### config.mk
export PLATFORM = sky130hd
export DESIGN_NAME = task_clk_gate_ctrl_flat
export DESIGN_NICKNAME = d
export VERILOG_FILES = /design/src/rtl/task_clk_gate_ctrl_if.sv /design/src/rtl/task_clk_gate_ctrl.sv /design/src/flat_wrapper.sv
export SDC_FILE = /design/constraint.sdc
export NUM_CORES = 1
export LEC_CHECK = 0
export BUFFER_PORTS_ARGS = -buffer_cell sky130_fd_sc_hd__buf_4
export CORE_MARGIN = 4
export CORE_UTILIZATION = 45
export DETAILED_ROUTE_END_ITERATION = 7
export PLACE_DENSITY = 0.68
export SKIP_LAST_GASP = 1
export SLEW_MARGIN = 25
export SYNTH_ARGS = -nofsm -noshare
export SYNTH_HDL_FRONTEND = slang
export SYNTH_SLANG_ARGS = --single-unit
export TNS_END_PERCENT = 10
### constraint.sdc
create_clock -name sys_clk -period 9.3 [get_ports sys_clk]
set_input_delay 0.93 -clock sys_clk [delete_from_list [all_inputs] [get_ports sys_clk]]
set_output_delay 0.93 -clock sys_clk [all_outputs]
set_load 0.03 [all_outputs]
### src/rtl/task_clk_gate_ctrl_if.sv
// Host command port of the task clock gate controller: valid/ready with opcode and step argument.
interface task_clk_gate_ctrl_if #(
    parameter int STEP_W = 16
);
    logic              cmd_valid;
    logic              cmd_ready;
    logic [1:0]        cmd_op;
    logic [STEP_W-1:0] cmd_arg;

    modport master (
        output cmd_valid,
        output cmd_op,
        output cmd_arg,
        input  cmd_ready
    );

    modport slave (
        input  cmd_valid,
        input  cmd_op,
        input  cmd_arg,
        output cmd_ready
    );
endinterface

### src/rtl/task_clk_gate_ctrl.sv
// Run/halt/step controller producing the registered BUFGCE enable for the gated task clock.
// Halts with zero overshoot at a breakpoint by looking one count ahead.
module task_clk_gate_ctrl #(
    parameter int WIDTH  = 32,
    parameter int STEP_W = 16,
    parameter int HCNT_W = 16
) (
    input  logic                 sys_clk,
    input  logic                 sys_reset,
    input  logic [WIDTH-1:0]     count_out,
    input  logic [WIDTH-1:0]     breakpoint,
    input  logic                 bp_valid,
    task_clk_gate_ctrl_if.slave  cmd,
    output logic                 task_clk_en,
    output logic                 halted,
    output logic [1:0]           halt_cause,
    output logic [HCNT_W-1:0]    halt_count
);

    typedef enum logic [1:0] {
        S_HALT = 2'd0,
        S_RUN  = 2'd1,
        S_STEP = 2'd2
    } state_e;

    localparam logic [1:0] OP_RUN   = 2'b00;
    localparam logic [1:0] OP_HALT  = 2'b01;
    localparam logic [1:0] OP_STEP  = 2'b10;
    localparam logic [1:0] OP_CLEAR = 2'b11;

    localparam logic [1:0] CAUSE_NONE = 2'b00;
    localparam logic [1:0] CAUSE_HOST = 2'b01;
    localparam logic [1:0] CAUSE_BP   = 2'b10;
    localparam logic [1:0] CAUSE_STEP = 2'b11;

    state_e            state_q, state_d;
    logic [STEP_W-1:0] step_q, step_d;
    logic [1:0]        cause_q, cause_d;
    logic [HCNT_W-1:0] hcnt_q, hcnt_d;
    logic              en_q, en_d;
    logic              ready_q, ready_d;
    logic              halted_q, halted_d;
    logic              accept;
    logic              hit;
    logic              enter_halt;

    assign accept = cmd.cmd_valid && ready_q;
    // Comparing against count_out+1 lets the enable drop on the same edge the counter reaches the breakpoint.
    assign hit    = en_q && bp_valid && ((count_out + WIDTH'(1)) == breakpoint);

    always_comb begin
        state_d    = state_q;
        step_d     = step_q;
        cause_d    = cause_q;
        hcnt_d     = hcnt_q;
        enter_halt = 1'b0;

        if (accept && (cmd.cmd_op == OP_CLEAR)) begin
            hcnt_d  = '0;
            cause_d = CAUSE_NONE;
        end

        case (state_q)
            S_HALT: begin
                if (accept && (cmd.cmd_op == OP_RUN)) begin
                    state_d = S_RUN;
                end else if (accept && (cmd.cmd_op == OP_STEP)) begin
                    state_d = S_STEP;
                    step_d  = (cmd.cmd_arg == '0) ? '0 : (cmd.cmd_arg - STEP_W'(1));
                end
            end
            S_RUN: begin
                if (hit) begin
                    state_d    = S_HALT;
                    cause_d    = CAUSE_BP;
                    enter_halt = 1'b1;
                end else if (accept && (cmd.cmd_op == OP_HALT)) begin
                    state_d    = S_HALT;
                    cause_d    = CAUSE_HOST;
                    enter_halt = 1'b1;
                end
            end
            S_STEP: begin
                if (hit) begin
                    state_d    = S_HALT;
                    cause_d    = CAUSE_BP;
                    enter_halt = 1'b1;
                end else if (step_q == '0) begin
                    state_d    = S_HALT;
                    cause_d    = CAUSE_STEP;
                    enter_halt = 1'b1;
                end else begin
                    step_d = step_q - STEP_W'(1);
                end
            end
            default: begin
                state_d = S_HALT;
            end
        endcase

        if (enter_halt && (hcnt_d != '1)) begin
            hcnt_d = hcnt_d + HCNT_W'(1);
        end

        en_d     = (state_d != S_HALT);
        ready_d  = (state_d != S_STEP);
        halted_d = (state_d == S_HALT);
    end

    always_ff @(posedge sys_clk or posedge sys_reset) begin
        if (sys_reset) begin
            state_q  <= S_HALT;
            step_q   <= '0;
            cause_q  <= CAUSE_NONE;
            hcnt_q   <= '0;
            en_q     <= 1'b0;
            ready_q  <= 1'b1;
            halted_q <= 1'b1;
        end else begin
            state_q  <= state_d;
            step_q   <= step_d;
            cause_q  <= cause_d;
            hcnt_q   <= hcnt_d;
            en_q     <= en_d;
            ready_q  <= ready_d;
            halted_q <= halted_d;
        end
    end

    assign task_clk_en   = en_q;
    assign halted        = halted_q;
    assign halt_cause    = cause_q;
    assign halt_count    = hcnt_q;
    assign cmd.cmd_ready = ready_q;

endmodule
### src/flat_wrapper.sv
// flat-port wrapper written by rule: the top's interface ports become plain ports
module task_clk_gate_ctrl_flat 
#(
    parameter int WIDTH  = 32,
    parameter int STEP_W = 16,
    parameter int HCNT_W = 16
)
  (sys_clk, sys_reset, count_out, breakpoint, bp_valid, task_clk_en, halted, halt_cause, halt_count, cmd_cmd_valid, cmd_cmd_op, cmd_cmd_arg, cmd_cmd_ready);
  task_clk_gate_ctrl_if #(.STEP_W(STEP_W)) cmd_i ();
  input  logic sys_clk;
  input  logic sys_reset;
  input  logic [WIDTH-1:0] count_out;
  input  logic [WIDTH-1:0] breakpoint;
  input  logic bp_valid;
  output logic task_clk_en;
  output logic halted;
  output logic [1:0] halt_cause;
  output logic [HCNT_W-1:0] halt_count;
  input wire logic [$bits(cmd_i.cmd_valid)-1:0] cmd_cmd_valid;
  input wire logic [$bits(cmd_i.cmd_op)-1:0] cmd_cmd_op;
  input wire logic [$bits(cmd_i.cmd_arg)-1:0] cmd_cmd_arg;
  output wire logic [$bits(cmd_i.cmd_ready)-1:0] cmd_cmd_ready;
  assign cmd_i.cmd_valid = cmd_cmd_valid;
  assign cmd_i.cmd_op = cmd_cmd_op;
  assign cmd_i.cmd_arg = cmd_cmd_arg;
  assign cmd_cmd_ready = cmd_i.cmd_ready;
  task_clk_gate_ctrl #(.WIDTH(WIDTH), .STEP_W(STEP_W), .HCNT_W(HCNT_W)) u_core (.sys_clk(sys_clk), .sys_reset(sys_reset), .count_out(count_out), .breakpoint(breakpoint), .bp_valid(bp_valid), .cmd(cmd_i), .task_clk_en(task_clk_en), .halted(halted), .halt_cause(halt_cause), .halt_count(halt_count));
endmodule
Word-level counts from Yosys, hierarchy flattened
Cells that the tools add are included.
{"block": "word_totals", "input_bits": 86, "mem_bits_ro": 0, "out_inout_bits": 21, "reg_bits": 39, "memories": 0, "ram_bits": 0, "latchBits": 0, "wordCells": 65}
{"block": "classes", "add_sub_neg": 4, "bitwise": 0, "n_eq_ne": 12, "div": 0, "mux": 26, "n_shift": 0, "n_lt_le_gt_ge": 0, "n_reduce_logical": 16, "mul": 0}
{"cell": "two-way mux 16 bit", "count": 7}
{"cell": "adder 32 x 1 -> 32 bit, second input constant", "count": 1}
{"cell": "== test 32 bit", "count": 1}
{"cell": "zero test 16 bit", "count": 2}
{"cell": "one-hot mux 16 bit (2 select lines)", "count": 1}
{"cell": "subtractor 16 x 1 -> 16 bit, second input constant", "count": 2}
{"cell": "two-way mux 2 bit", "count": 11}
{"cell": "adder 16 x 1 -> 16 bit, second input constant", "count": 1}
{"cell": "!= test 16 bit, second input constant", "count": 1}
{"cell": "logical AND 1 bit", "count": 8}
{"cell": "!= test 2 bit, second input constant", "count": 4}
{"cell": "== test 2 bit, second input constant", "count": 3}
{"cell": "zero test 2 bit", "count": 3}
{"cell": "one-hot mux 2 bit (3 select lines)", "count": 1}
{"cell": "AND reduction 5 bit", "count": 1}
{"cell": "== test 2 x 1 -> 1 bit, second input constant", "count": 2}
{"cell": "two-way mux 1 bit", "count": 4}
{"cell": "one-hot mux 2 bit (2 select lines)", "count": 1}
{"cell": "nonzero test 2 bit", "count": 2}
{"cell": "!= test 2 x 1 -> 1 bit, second input constant", "count": 1}
{"cell": "one-hot mux 1 bit (2 select lines)", "count": 1}

Logic depth before layout (Yosys ltp)
Gate-level depths: netlist of the first run.
{"block": "logic_depth", "ltp_word": 7, "depth_mapped": 12, "depth_no_buf": 11}

Worst setup path before layout of the first run
Ideal clock, no wire load.
{"block": "synth_path", "path_kind": "input port to flip-flop", "from": "input port count_out[0]", "to": "register u_core.hcnt_q[1], in the netlist u_core.halt_count[1]", "arrival_time_ns": 3.890, "stages": 11, "n_path_buf": 2, "path_slack_ns": 5.285, "required_time_ns": 9.175, "setup_time_ns": 0.125, "cell_sequence": "ha_1 -> nand3_4 -> or4_1 -> buf_2 -> or4_4 -> a2bb2oi_2 -> o21ai_1 -> or4_4 -> a21oi_1 -> buf_4 -> mux2_2"}
{"block": "synth_between", "elab_chain_len": 7, "word_cells_on_any_way": 8, "classes_between": "1 x add/sub; 1 x eq/ne; 4 x mux; 2 x reduce/logical"}
{"item": "start: declaration", "line_no": "flat_wrapper.sv:12", "rtl": "input logic [WIDTH-1:0] count_out;"}
{"item": "adder 32 x 1 -> 32 bit (*)", "line_no": "task_clk_gate_ctrl.sv:49", "rtl": "assign hit = en_q && bp_valid && ((count_out + WIDTH'(1)) == breakpoint);"}
{"item": "== test 32 bit (*)", "line_no": "task_clk_gate_ctrl.sv:49"}
{"item": "logical AND 1 bit (*)", "line_no": "task_clk_gate_ctrl.sv:49"}
{"item": "two-way mux 1 bit (on tied branches)", "line_no": "task_clk_gate_ctrl.sv:84, task_clk_gate_ctrl.sv:73"}
{"item": "one-hot mux 1 bit (2 select lines) (*)", "line_no": "task_clk_gate_ctrl.sv:63", "rtl": "case (state_q)"}
{"item": "logical AND 1 bit (*)", "line_no": "task_clk_gate_ctrl.sv:101", "rtl": "if (enter_halt && (hcnt_d != '1)) begin"}
{"item": "two-way mux 16 bit (*)", "line_no": "task_clk_gate_ctrl.sv:101"}
{"item": "via u_core.hcnt_d[1]", "line_no": "task_clk_gate_ctrl.sv:39", "rtl": "logic [HCNT_W-1:0] hcnt_q, hcnt_d;"}
{"item": "end signal: assignment", "line_no": "task_clk_gate_ctrl.sv:123", "rtl": "hcnt_q <= hcnt_d;"}
{"item": "end: declaration", "line_no": "task_clk_gate_ctrl.sv:39"}
Mark *: on every way through the listed nets, which the timed path passes. The rest lies on a longest branch.
A chain may end at the register's enable or synchronous reset.

Worst setup path after layout of the first run
{"block": "layout_path", "from": "input port count_out[7]", "to": "register u_core.hcnt_q[1], in the netlist u_core.halt_count[1]"}
Same word-level chain as after synthesis.

==> results of run 1 <==
==> power by group through the flow <==
stage | clock [mW] | combinational [mW] | sequential (mW)
floorplan | 0 | 0.230 | 0.276
global placement | 0 | 0.345 | 0.267
detailed placement | 0 | 0.351 | 0.269
CTS | 0.151 | 0.352 | 0.266
global route | 0.159 | 0.394 | 0.276
finish | 0.148 | 0.354 | 0.268
==> per-stage QoR <==
stage          cells  area [sq um]  power (mW)  utilization
2_1_floorplan    493          3940       0.505            -
3_3_place_gp     694          4820       0.612        0.578
3_5_place_dp     694          4830       0.620        0.579
4_1_cts          702          4940       0.770        0.593
5_1_grt          702          4940       0.829        0.593
6_report         702          4940       0.770        0.593
==> registers in the layout (all words and copies together) (netlist names) <==
signal	count
u_core.step_q	16
u_core.task_clk_en	1
u_core.state_q	2
u_core.halt_cause	2
u_core.halt_count	16
u_core.cmd.cmd_ready	1
u_core.halted	1
==> cell usage after synthesis (3+ instances only) <==
cell type	instances	share of area
sky130_fd_sc_hd__xnor2_1	52	0.12
sky130_fd_sc_hd__nand2_1	50	0.048
sky130_fd_sc_hd__dfrtp_1	37	0.24
sky130_fd_sc_hd__nor2_1	32	0.031
sky130_fd_sc_hd__inv_1	24	0.023
sky130_fd_sc_hd__nand3_1	23	0.029
sky130_fd_sc_hd__nor3_1	22	0.028
sky130_fd_sc_hd__a21oi_1	18	0.023
sky130_fd_sc_hd__nor4_1	18	0.029
sky130_fd_sc_hd__xor2_1	17	0.038
sky130_fd_sc_hd__nand4_1	16	0.025
sky130_fd_sc_hd__o21ai_0	15	0.019
sky130_fd_sc_hd__and2_1	9	0.014
sky130_fd_sc_hd__and3_1	9	0.014
sky130_fd_sc_hd__clkbuf_1	9	0.0086
sky130_fd_sc_hd__ha_1	8	0.025
sky130_fd_sc_hd__a211oi_1	7	0.013
sky130_fd_sc_hd__a31o_2	7	0.016
sky130_fd_sc_hd__mux2i_1	6	0.015
sky130_fd_sc_hd__nand2b_1	6	0.0095
sky130_fd_sc_hd__o22ai_1	5	0.0079
sky130_fd_sc_hd__o31ai_1	5	0.0095
sky130_fd_sc_hd__or4_1	5	0.0095
sky130_fd_sc_hd__a22oi_1	4	0.0076
sky130_fd_sc_hd__and3_2	4	0.0076
sky130_fd_sc_hd__nor2b_1	4	0.0064
sky130_fd_sc_hd__nor4b_1	4	0.0089
sky130_fd_sc_hd__or3_1	4	0.0064
sky130_fd_sc_hd__a221o_1	3	0.0076
sky130_fd_sc_hd__a31oi_1	3	0.0048
sky130_fd_sc_hd__nand3b_1	3	0.0057
sky130_fd_sc_hd__o211ai_1	3	0.0057
sky130_fd_sc_hd__o221ai_1	3	0.0067
sky130_fd_sc_hd__o41ai_1	3	0.0067
==> cells by family after synthesis <==
logic type               count (synthesis)  synth area share
XOR/XNOR                                69             0.154
AND/OR/NAND/NOR                        228             0.319
adder cells (fa/ha/maj)                  8            0.0254
flip-flops                              39             0.249
buffers and inverters                   37            0.0388
multiplexers                             7            0.0181
AO/OA/AOI/OAI                          105             0.197
==> cell type report <==
| class | instances | area, sq um | area share |
|---|---|---|---|
| clock inverters | 2 | 35.0 | 0.00709 |
| repair buffers | 109 | 818 | 0.165 |
| well taps | 105 | 131 | 0.0266 |
| inverters | 24 | 90.1 | 0.0182 |
| multi-input cells | 417 | 2810 | 0.568 |
| flip-flops and latches | 39 | 978 | 0.198 |
| clock buffers | 6 | 82.6 | 0.0167 |
==> final timing paths <==
| check | to | slack [ns] | cells past startpoint |
|---|---|---|---|
| max in group asynchronous | u_core.cmd.cmd_ready | 8.18 | 3 |
| worst min register to register | u_core.step_q[15] | 0.49 | 1 |
| worst max-delay path | u_core.halt_count[1] | 4.69 | 9 |
| min in group asynchronous | u_core.halt_cause[0] | 0.76 | 3 |
| worst min-delay path | u_core.step_q[15] | 0.49 | 1 |
| worst max register to register | u_core.halt_count[1] | 4.78 | 10 |
==> per-layer routing <==
layer / part of all wire / up-vias / wire length [microns] / global-route usage
li1: - / 2052 / - / -
met3: 0.057 / 9 / 623 / 0.0207
met5: 0 / - / 0 / 0
met1: 0.49 / 1912 / 5280 / 0.308
met2: 0.45 / 130 / 4910 / 0.326
met4: 0.0064 / 0 / 70 / 0.0368
==> run summary, run 1 <==
The share of synthesized flip-flops with an asynchronous set or reset is 1.00. The congestion estimate from routability-driven global placement came to 0.933. The internal portion of the total power is 0.459 mW.

In this run the cell area of the synthesized design comes to 3940 sq um. For this run, design rule violations remaining after detail routing come to 0. Distinct cell type count after synthesis: 73.

Commonest non-fill, non-tap cell in the layout: sky130_fd_sc_hd__buf_4. The run gives 0.206 as the all-layer global routing usage. The clock reaches the later pin of the worst-skew pair after 0.30 ns. In this run the critical register-to-register path is launched from u_core.step_q[0]. The cell count after synthesis was 493; the ratio of total power to cell area was 156 nW/um^2. The worst-case clock buffer depth came out at 2. The run gives 0 as the max-slew violation total from the final report. Entering global routing, the biggest net connects 40 pins. The normalized max-slew margin came out at 0.326.

For this design, the slowest cell found on the critical path is sky130_fd_sc_hd__a21oi_1. The floorplan step defined a die boundary enclosing 10300 sq um. After the last flow step, the layout net total stands at 690.

Counting every sink on the clock net gives 39. Leaving out fill and tap cells, the most frequent cells in the layout are sky130_fd_sc_hd__buf_4, sky130_fd_sc_hd__xnor2_1, sky130_fd_sc_hd__nand2_1, sky130_fd_sc_hd__dfrtp_1, sky130_fd_sc_hd__nor2_1. Via density per instance: 5.84. The count of synthesis-stage warnings from yosys was 0; the part of the total power dissipated in sequential elements was 0.348. The total setup violations reported at the end of the flow was 0. TritonCTS built the clock tree. STA classifies the critical path startpoint as a primary input.

The analysis attributes to net switching a power of 0.311 mW. The number of resized instances in the post-cts repair step is 0. The classification of the worst-slack hold path is reg2reg.

OpenSTA, run right after detailed placement, puts the worst setup slack at 4.47 ns. Area growth from synthesis to final layout: 25.7%. Summed over all layers, the routed wires come to 10.9 mm.

The startpoint of the most critical hold path is u_core.step_q[15]. Across all hold checks on the routed design, the worst slack comes to 0.492 ns. At the pin with the least slew margin, the transition time is 1.01 ns. The number of maximum-capacitance constraint violations was 0; the vias after detailed routing was 4103. The sequential fraction of the synthesis area was 0.249. In this run the number of H-tree levels came out at 2.

After clock tree synthesis, the clock-pin slew on the worst setup and hold paths is 0.08 ns. The fraction of the cycle the final worst path needs works out to 0.495. Setup repair after global routing left no endpoint under its margin.

Traced cell by cell, the critical path runs through buf_4 -> nand4_1 -> or4_1 -> or4_4 -> a2bb2oi_2 -> o21ai_1 -> or4_4 -> a21oi_1 -> mux2_2. The first global-routing pass estimated 17.6 mm of wire. In this run the count of I/O pins placed on the die edge is 107. A synthesized cell averages 7.98 sq um. The number of standard-cell rows in the floorplan was 33; the largest fanout on the critical path was 13. The first detailed-routing pass ran for 6 iterations.

In the synthesized netlist the dominant register cell turns out to be sky130_fd_sc_hd__dfrtp_1. In this run, synthesis inferred 0 flip-flops with an integrated enable. Among the stages of the critical path, the cell type that occurs most often is sky130_fd_sc_hd__or4_4. The detailed placer's ending HPWL came out at 8.61 mm.

Path type of the worst setup path: in2reg. The vertical extent of the die was 102 microns; the maximum vdd drop was 0.0885 mV. The element type at the critical path end was a flop. For the number of hold violations in the final report, the log shows 0. In the final timing run, aggregate negative setup slack is 0 ns. The switching fraction of total power was 0.403; the clock tree skew after final layout was 0.00660 ns. Buffers added to address setup during post-CTS repair amount to 0. The peak per-stage delay on the critical path works out to 0.82 ns. The effective utilization at floorplan is 0.472. The number of antenna diodes in the final layout is 0. Data on the critical path is required at its endpoint by 9.48 ns. The number of hold buffers added after CTS was 0. The worst path needs 4.61 ns of the cycle, external delays included. The static leakage was 2.01 nW; the fraction of power consumed by the clock network was 0.193. The number of buffer cells added on primary ports was 106.

The flow ran to the end, and the final reports show no timing, DRC or antenna violations. The number of nets handed over by synthesis was 587. CTS placed an instance of sky130_fd_sc_hd__clkbuf_8 at the clock tree root. The number of filler cells placed in the layout is 763, and the die width is 102 microns.

The total buffers and inverters traversed by the critical path was 1. The fraction of layout cells with a size suffix above 1 works out to 0.256. The most critical setup path has its startpoint at count_out[7]. Data arrives at the worst endpoint at 4.79 ns.

The logs give 0 for the number of antenna violations at the first check in global routing and 0 for the number of nets with antenna violations after detailed routing. The highest clock frequency the design can meet is 0.217 GHz, and the flip-flop and latch count after synthesis is 39. The fraction of power consumed by combinational cells is 0.459, and the sum of overflow across all layers after global routing is 0. The via count of the first global-routing pass was 3707; the least setup slack across all paths after layout was 4.69 ns. Number of buffers created by CTS: 5. The core region is 8340 sq um. The routed wire length per instance is 15.5 microns. On the critical path the largest part of the delay comes from simple AND/OR/NAND/NOR gates. The number of DRC violations after detailed-routing iteration 0 was 146.
Note: power is estimated with default switching activity, not from simulation.
==> inputs of run 2 (changes only) <==
ABC_AREA = 1   (was unset)
PLACE_DENSITY = 0.69   (was 0.68)
clock period = 4.11 ns   (was 9.3 ns; I/O delays follow)
==> run summary, run 2 <==
The summed negative setup slack over all endpoints was 0 ns. The classification of the worst-slack hold path is in2async. Setup violations remaining at the end of the flow were counted as 0. The number of maximum-capacitance constraint violations was 0.

The number of buffers added to fix hold violations after cts was 0; the fraction of power consumed by the clock network was 0.139. The count of nets left with antenna violations once routing finished came out at 0. The top flip-flop cell by instance count after synthesis is sky130_fd_sc_hd__dfrtp_1. In this run the post-CTS setup repair buffer count came out at 0. The commonest cells after synthesis are sky130_fd_sc_hd__nand2_1, sky130_fd_sc_hd__inv_1, sky130_fd_sc_hd__nor2_1, sky130_fd_sc_hd__nand3_1, sky130_fd_sc_hd__dfrtp_1. All-layer global routing usage: 0.232.

At the pin with the least slew margin, the transition time is 0.580 ns. The ratio of total power to cell area works out to 335 nW/um^2. The net count of the finished layout is 1004.

For the normalized max-slew margin, the log shows 0.614. The tools report the root buffer cell as sky130_fd_sc_hd__clkbuf_8. The I/O pin count was 107; the number of DRC violations after detailed-routing iteration 0 was 391. The critical path startpoint category is a flop.

The sequential fraction of the synthesis area was 0.212; the static leakage was 3.06 nW. The sum of overflow across all layers after global routing was 0. The run gives 36 as the number of standard-cell rows in the floorplan.

Synthesis produced 802 cells. The logs give 5620 sq um for the cell area after layout and 0.570 for the post-route core utilization. Dividing the detail-routed via count by the number of cells gives 5.04.

The run gives 0.537 as the fraction of power consumed by combinational cells. Cell internal power was estimated by the tool at 0.992 mW. The worst setup path is captured at a flop.

Max-slew violation total from the final report: 0. In the layout the commonest cells are sky130_fd_sc_hd__nand2_1, sky130_fd_sc_hd__inv_1, sky130_fd_sc_hd__nor2_1, sky130_fd_sc_hd__buf_4, sky130_fd_sc_hd__nand3_1. Number of buffers created by CTS: 5. The vertical extent of the die was 109 microns. The most common cell in the synthesized netlist is sky130_fd_sc_hd__nand2_1.

Clock-pin slew was measured on the worst setup and hold paths at 0.09 ns. Path type of the worst setup path: reg2reg. Input and output buffers added on the ports amount to 106.

Entering global routing, the biggest net connects 40 pins. Effective utilization at floorplan: 0.467. Counting I/O delays and the setup requirement, the final critical path takes 3.05 ns. The run gives 4964 as the via count of the first global-routing pass. Summed over all nets, the half-perimeter wirelength after detailed placement is 11.5 mm. In this run, post-CTS repair resized a total of 0 instances. Synthesis produced a netlist with a net count of 896. After detailed placement, the total cell area comes to 5530 sq um. The analysis attributes to net switching a power of 0.890 mW.

The residual DRC count was 0; the vias after detailed routing was 5265. From synthesis to final layout, the design area changed by 21.9%. The run finished with clean final reports. For the worst-skew pair, the clock arrives at the later sink with an insertion delay of 0.30 ns. The antenna diode instance count is 0, and the number of antenna violations at the first check in global routing is 0. The synthesized design spends more area on one cell type than any other, namely sky130_fd_sc_hd__nand2_1. Setup repair after global routing left no endpoint under its margin.

Along the worst path, the maximum fanout reaches 16. The first global-routing pass estimated 22.2 mm of wire. Counting flops with a built-in enable in the synthesized netlist gives 0. The commonest non-fill, non-tap cell in the layout was sky130_fd_sc_hd__nand2_1. The worst-case clock buffer depth was 2; the fraction of the cycle the final worst path needs was 0.742.

The logs give 5 for the iteration count of the initial detailed-routing pass and 9860 sq um for the core area. For the tightest hold margin, the log shows 0.232 ns. Synthesis inferred 39 register bits. The final layout contains routed wiring with a total length of 13.9 mm.

The fraction of layout cells with a size suffix above 1 was 0.160; the number of hold violations in the final report was 0. The data arrival time at the worst-slack endpoint came out at 3.23 ns. The highest clock frequency the design can meet was 0.328 GHz; the count of synthesis-stage warnings from yosys was 0.

Synthesis instantiated 38 different standard cells from the library. Dividing the detail-routed wire length by the instance count gives 13.3 microns. The congestion estimate from routability-driven global placement came to 0.982. The share of synthesized flip-flops with an asynchronous set or reset was 1.00; the TritonCTS sink count was 39. For the worst setup path, the data required time is 4.29 ns. The cell area after synthesis came out at 4610 sq um.

The run gives 0.196 mV as the maximum vdd drop. The die covers 11900 sq um. The clock tree synthesis step divided the H-tree into 2 levels. The die width came out at 109 microns. TritonCTS built the clock tree. The share of Yosys cell area claimed by the top area cell type came out at 0.237.

The switching fraction of total power works out to 0.473. Ranked by total cell area, the synthesized netlist is headed by sky130_fd_sc_hd__nand2_1, sky130_fd_sc_hd__dfrtp_1, sky130_fd_sc_hd__inv_1, sky130_fd_sc_hd__nor2_1, sky130_fd_sc_hd__nand3_1. Dividing the synthesized area by the synthesized cell count gives 5.75 sq um. Setup slack on the worst reg-to-reg path comes out at 1.06 ns.

The run gives 0.0110 ns as the clock tree skew after final layout. The part of the total power dissipated in sequential elements came out at 0.324.
-- run 2: cell types whose count changed after synthesis, sizes merged, moves of 9 or more --
| cell | change |
|---|---|
| o21ai | +9 |
| nor2 | +87 |
| xnor2 | -30 |
| nand2 | +249 |
| and2 | -10 |
| inv | +90 |
| nand3 | +41 |
| xor2 | +19 |
| nor3 | -10 |
| nor4 | -15 |
| and3 | -13 |
-- run 2: cell type report --
class / instances / area (sq um)
Sequential cell: 39 / 978
Clock inverter: 2 / 12.5
Multi-Input combinational cell: 641 / 3150
Timing Repair Buffer: 108 / 811
Fill cell: 1010 / 4250
Inverter: 115 / 432
Clock buffer: 6 / 72.6
Tap cell: 133 / 166
-- run 2: metal layers --
layer,vias to the layer above,routed length (microns),GRT usage,share of wire
met5,-,0,0,0
met4,0,297,0.0695,0.021
met3,17,838,0.0237,0.060
met2,158,6710,0.424,0.48
met1,2376,6020,0.287,0.43
li1,2714,-,-,-
-- run 2: critical path, cell delays in order (launching register included) --
cell and delay, ns:
sky130_fd_sc_hd__dfstp_2 0.56, sky130_fd_sc_hd__nand4_2 0.25, sky130_fd_sc_hd__inv_1 0.45, sky130_fd_sc_hd__nor2_1 0.12, sky130_fd_sc_hd__ha_1 0.25, sky130_fd_sc_hd__nand3_1 0.18, sky130_fd_sc_hd__inv_1 0.09, sky130_fd_sc_hd__nand2_1 0.12
sky130_fd_sc_hd__nor4_1 0.08, sky130_fd_sc_hd__a31oi_2 0.44, sky130_fd_sc_hd__nand2_4 0.24, sky130_fd_sc_hd__nand2_1 0.11, sky130_fd_sc_hd__nand2_1 0.06
-- run 2: final timing paths --
| kind | start | end | depth (start not counted) |
|---|---|---|---|
| min in group sys_clk | cmd_cmd_arg[0] | u_core.step_q[0] | 4 |
| hold reg to reg | u_core.step_q[15] | u_core.step_q[15] | 2 |
| setup reg to reg | u_core.cmd.cmd_ready | u_core.halt_count[5] | 12 |
| hold / removal | sys_reset | u_core.halt_count[9] | 3 |
| max in group asynchronous | sys_reset | u_core.halted | 3 |
| setup / recovery | u_core.cmd.cmd_ready | u_core.halt_count[5] | 12 |
-- run 2: power by group through the flow --
stage,clock network (mW),registers (mW),logic [mW]
after global routing,0.287,0.626,1.15
after detailed placement,0,0.616,1.01
after CTS,0.271,0.610,1.02
after global placement,0,0.610,0.986
after floorplan,0,0.650,0.672
final,0.262,0.610,1.01
-- run 2: cell families (layout without fill, tap and decap cells) --
| group | count (synthesis) | count (layout) | share of synthesized area |
|---|---|---|---|
| and+or+nand+nor | 522 | 522 | 0.483 |
| adders and majority gates | 8 | 8 | 0.0217 |
| buffers and inverters | 122 | 231 | 0.105 |
| xor gates and xnor gates | 58 | 58 | 0.110 |
| AOI/OAI and AO/OA | 53 | 53 | 0.0673 |
| DFF | 39 | 39 | 0.212 |
-- run 2: through the flow --
stage	total power, mW	setup WS [ns]	cells
final	1.88	1.06	1044
after floorplan	1.32	1.50	802
after detailed placement	1.63	1.08	1036
after global routing	2.06	0.804	1044
after CTS	1.90	1.10	1044
after global placement	1.60	1.10	1036
==> inputs of run 3 (changes only) <==
PLACE_DENSITY = 0.67   (was 0.69)
clock period = 2.9 ns   (was 4.11 ns; I/O delays follow)
==> run summary, run 3 (synthesis results as in run 2) <==
Worst-case clock buffer depth: 2. The tools report the vias after detailed routing as 5155. The number of nets with antenna violations after detailed routing was 0; the ratio of total power to cell area was 496 nW/um^2. CTS clock-pin slew for the worst setup and hold paths: 0.08 ns.

Grouping stages by cell kind, the critical path spends the most delay in simple AND/OR/NAND/NOR gates. At the end of the flow, the number of nets in the layout was 1010. Entering global routing, the biggest net connects 26 pins. The peak per-stage delay on the critical path works out to 0.39 ns. Along the worst path, the maximum fanout reaches 17. The number of antenna violations at the first check in global routing is 0, and the number of maximum-capacitance constraint violations is 0. Once placement completed, the tool counted placed cells totaling 1042. Highest clock frequency the design can meet: 0.397 GHz.

The clock tree synthesis step divided the H-tree into 2 levels. The all-layer global routing usage is 0.233. Relative to the synthesized area, the layout overhead comes to 23.9%. The congestion estimate from routability-driven global placement came to 0.947. The core area was 9860 sq um.

The tools report the TritonCTS sink count as 39. The run finished with clean final reports. The floorplan has 36 rows. The tools report the placement-stage worst setup slack as 0.216 ns. The die area was 11900 sq um; the total buffers and inverters traversed by the critical path was 2. The worst path needs 2.52 ns of the cycle, external delays included.

Setup repair after global routing left no endpoint under its margin. The via count of the first global-routing pass came out at 4836. Leaving out fill and tap cells, the most frequent cell in the layout is sky130_fd_sc_hd__nand2_1. After the flow finishes, the layout carries non-filler instances totaling 1050. Setup slack on the critical path of the routed design comes to 0.380 ns. The residual DRC count was 0; the clock tree skew after final layout was 0.00902 ns.

Critical path startpoint category: a flop. The root buffer cell is sky130_fd_sc_hd__clkbuf_8. The critical path goes through inv_1 -> ha_1 -> inv_1 -> nor3_1 -> nand2_1 -> nor2_1 -> nand4_1 -> nor2_2 -> nand2_1 -> nand3_4 -> nand2_4 -> nand2_1 -> nand2_1. For this design the static power due to leakage is 3.12 nW. The insertion delay to the later sink of the worst-skew pair is 0.31 ns. I/O pin count: 107. The normalized max-slew margin was 0.589; the fraction of the cycle the final worst path needs was 0.869. The max-slew violation total from the final report is 0, and the maximum vdd drop is 0.346 mV. The sum of overflow across all layers after global routing was 0; the via density per instance was 4.91. Detailed placer's ending HPWL: 11.2 mm.

For this run, the detailed router's first-pass iteration total came to 4. The effective utilization at floorplan came out at 0.467. For the number of DRC violations after detailed-routing iteration 0, the log shows 337. The slowest library cell on the worst path is sky130_fd_sc_hd__dfrtp_1.

Setup violations remaining at the end of the flow were counted as 0. The cell that appears most often on the critical path is sky130_fd_sc_hd__nand2_1. The vertical extent of the die was 109 microns; the total detailed-routing wirelength was 13.6 mm. STA puts the critical path data required time at 3.10 ns.

Number of buffers created by CTS: 5. After detailed routing, the average wire length per cell comes to 12.9 microns. The number of buffer cells added on primary ports is 106, and the die width is 109 microns. The worst setup path is captured at a flop.

Slew at the pin with the worst max-slew slack: 0.615 ns. 0 antenna diodes ended up in the layout. For the data arrival time at the worst-slack endpoint, the log shows 2.72 ns. Leaving out fill and tap cells, the most frequent cells in the layout are sky130_fd_sc_hd__nand2_1, sky130_fd_sc_hd__buf_4, sky130_fd_sc_hd__inv_1, sky130_fd_sc_hd__nor2_1, sky130_fd_sc_hd__nand3_1. The classification of the worst-slack hold path is in2async. The number of hold violations in the final report was 0.

The first global-routing pass estimated 22.3 mm of wire. In this run, post-CTS hold repair placed 0 buffers. TritonCTS built the clock tree. Fraction of layout cells with a size suffix above 1: 0.168.

Path type of the worst setup path: reg2reg. The tools report the summed negative setup slack over all endpoints as 0 ns.
## run 3: cell types whose count changed in the layout (fill, tap and decap cells not counted), sizes merged
cell / before / now
buf: 108 / 114
clkinvlp: 1 / 0
bufinv: 0 / 1
## run 3: layout make-up
class | count | area [sq um]
Multi-Input combinational cell | 641 | 3150
Sequential cell | 39 | 978
Inverter | 115 | 432
Tap cell | 133 | 166
Clock buffer | 6 | 82.6
Clock inverter | 2 | 35.0
Fill cell | 1011 | 4150
Timing Repair Buffer | 114 | 868
## run 3: per-stage QoR
step	utilization	total power, mW	area (sq um)	hold slack (ns)
3_3_place_gp	0.567	2.31	5590	0.397
2_1_floorplan	-	1.87	4610	0.449
3_5_place_dp	0.567	2.35	5590	0.403
6_report	0.579	2.83	5710	0.0576
5_1_grt	0.579	3.10	5710	0.107
4_1_cts	0.579	2.84	5710	0.0719
## run 3: worst paths after layout
kind,start,to,slack (ns),cells past startpoint
worst max-delay path,u_core.step_q[0],u_core.halt_count[7],0.38,13
worst min-delay path,sys_reset,u_core.halt_count[5],0.06,2
worst max register to register,u_core.step_q[0],u_core.halt_count[7],0.38,13
worst min register to register,u_core.step_q[1],u_core.step_q[1],0.49,2
max in group asynchronous,sys_reset,u_core.halted,2.04,3
min in group sys_clk,cmd_cmd_arg[0],u_core.step_q[0],0.28,4
## run 3: metal layers
metal	track usage	share of wire	up-vias	wire length, microns
li1	-	-	2710	-
met1	0.312	0.45	2293	6130
met2	0.398	0.47	136	6370
met3	0.0284	0.064	16	866
met4	0.0579	0.014	0	188
met5	0	0	-	0
## run 3: repair_timing
| action | CTS | global route |
|---|---|---|
| resized for setup | 0 | 1 |
| hold endpoints to repair | 0 | 0 |
| buffers inserted | 0 | 0 |
| endpoints found under the setup margin | 0 | 16 |
## run 3: power by group
group / switching (mW) / internal [mW]
Combinational: 0.916 / 0.564
Clock: 0.210 / 0.279
Sequential: 0.147 / 0.717
Total: 1.27 / 1.56
## run 3: worst reg2reg max path: cells and delay by family, from the launching register on
family | cells | cell delay, ns
simple gates | 10 | 1.72
fa+ha+maj | 1 | 0.17
buf+inv | 2 | 0.13
flops | 1 | 0.39
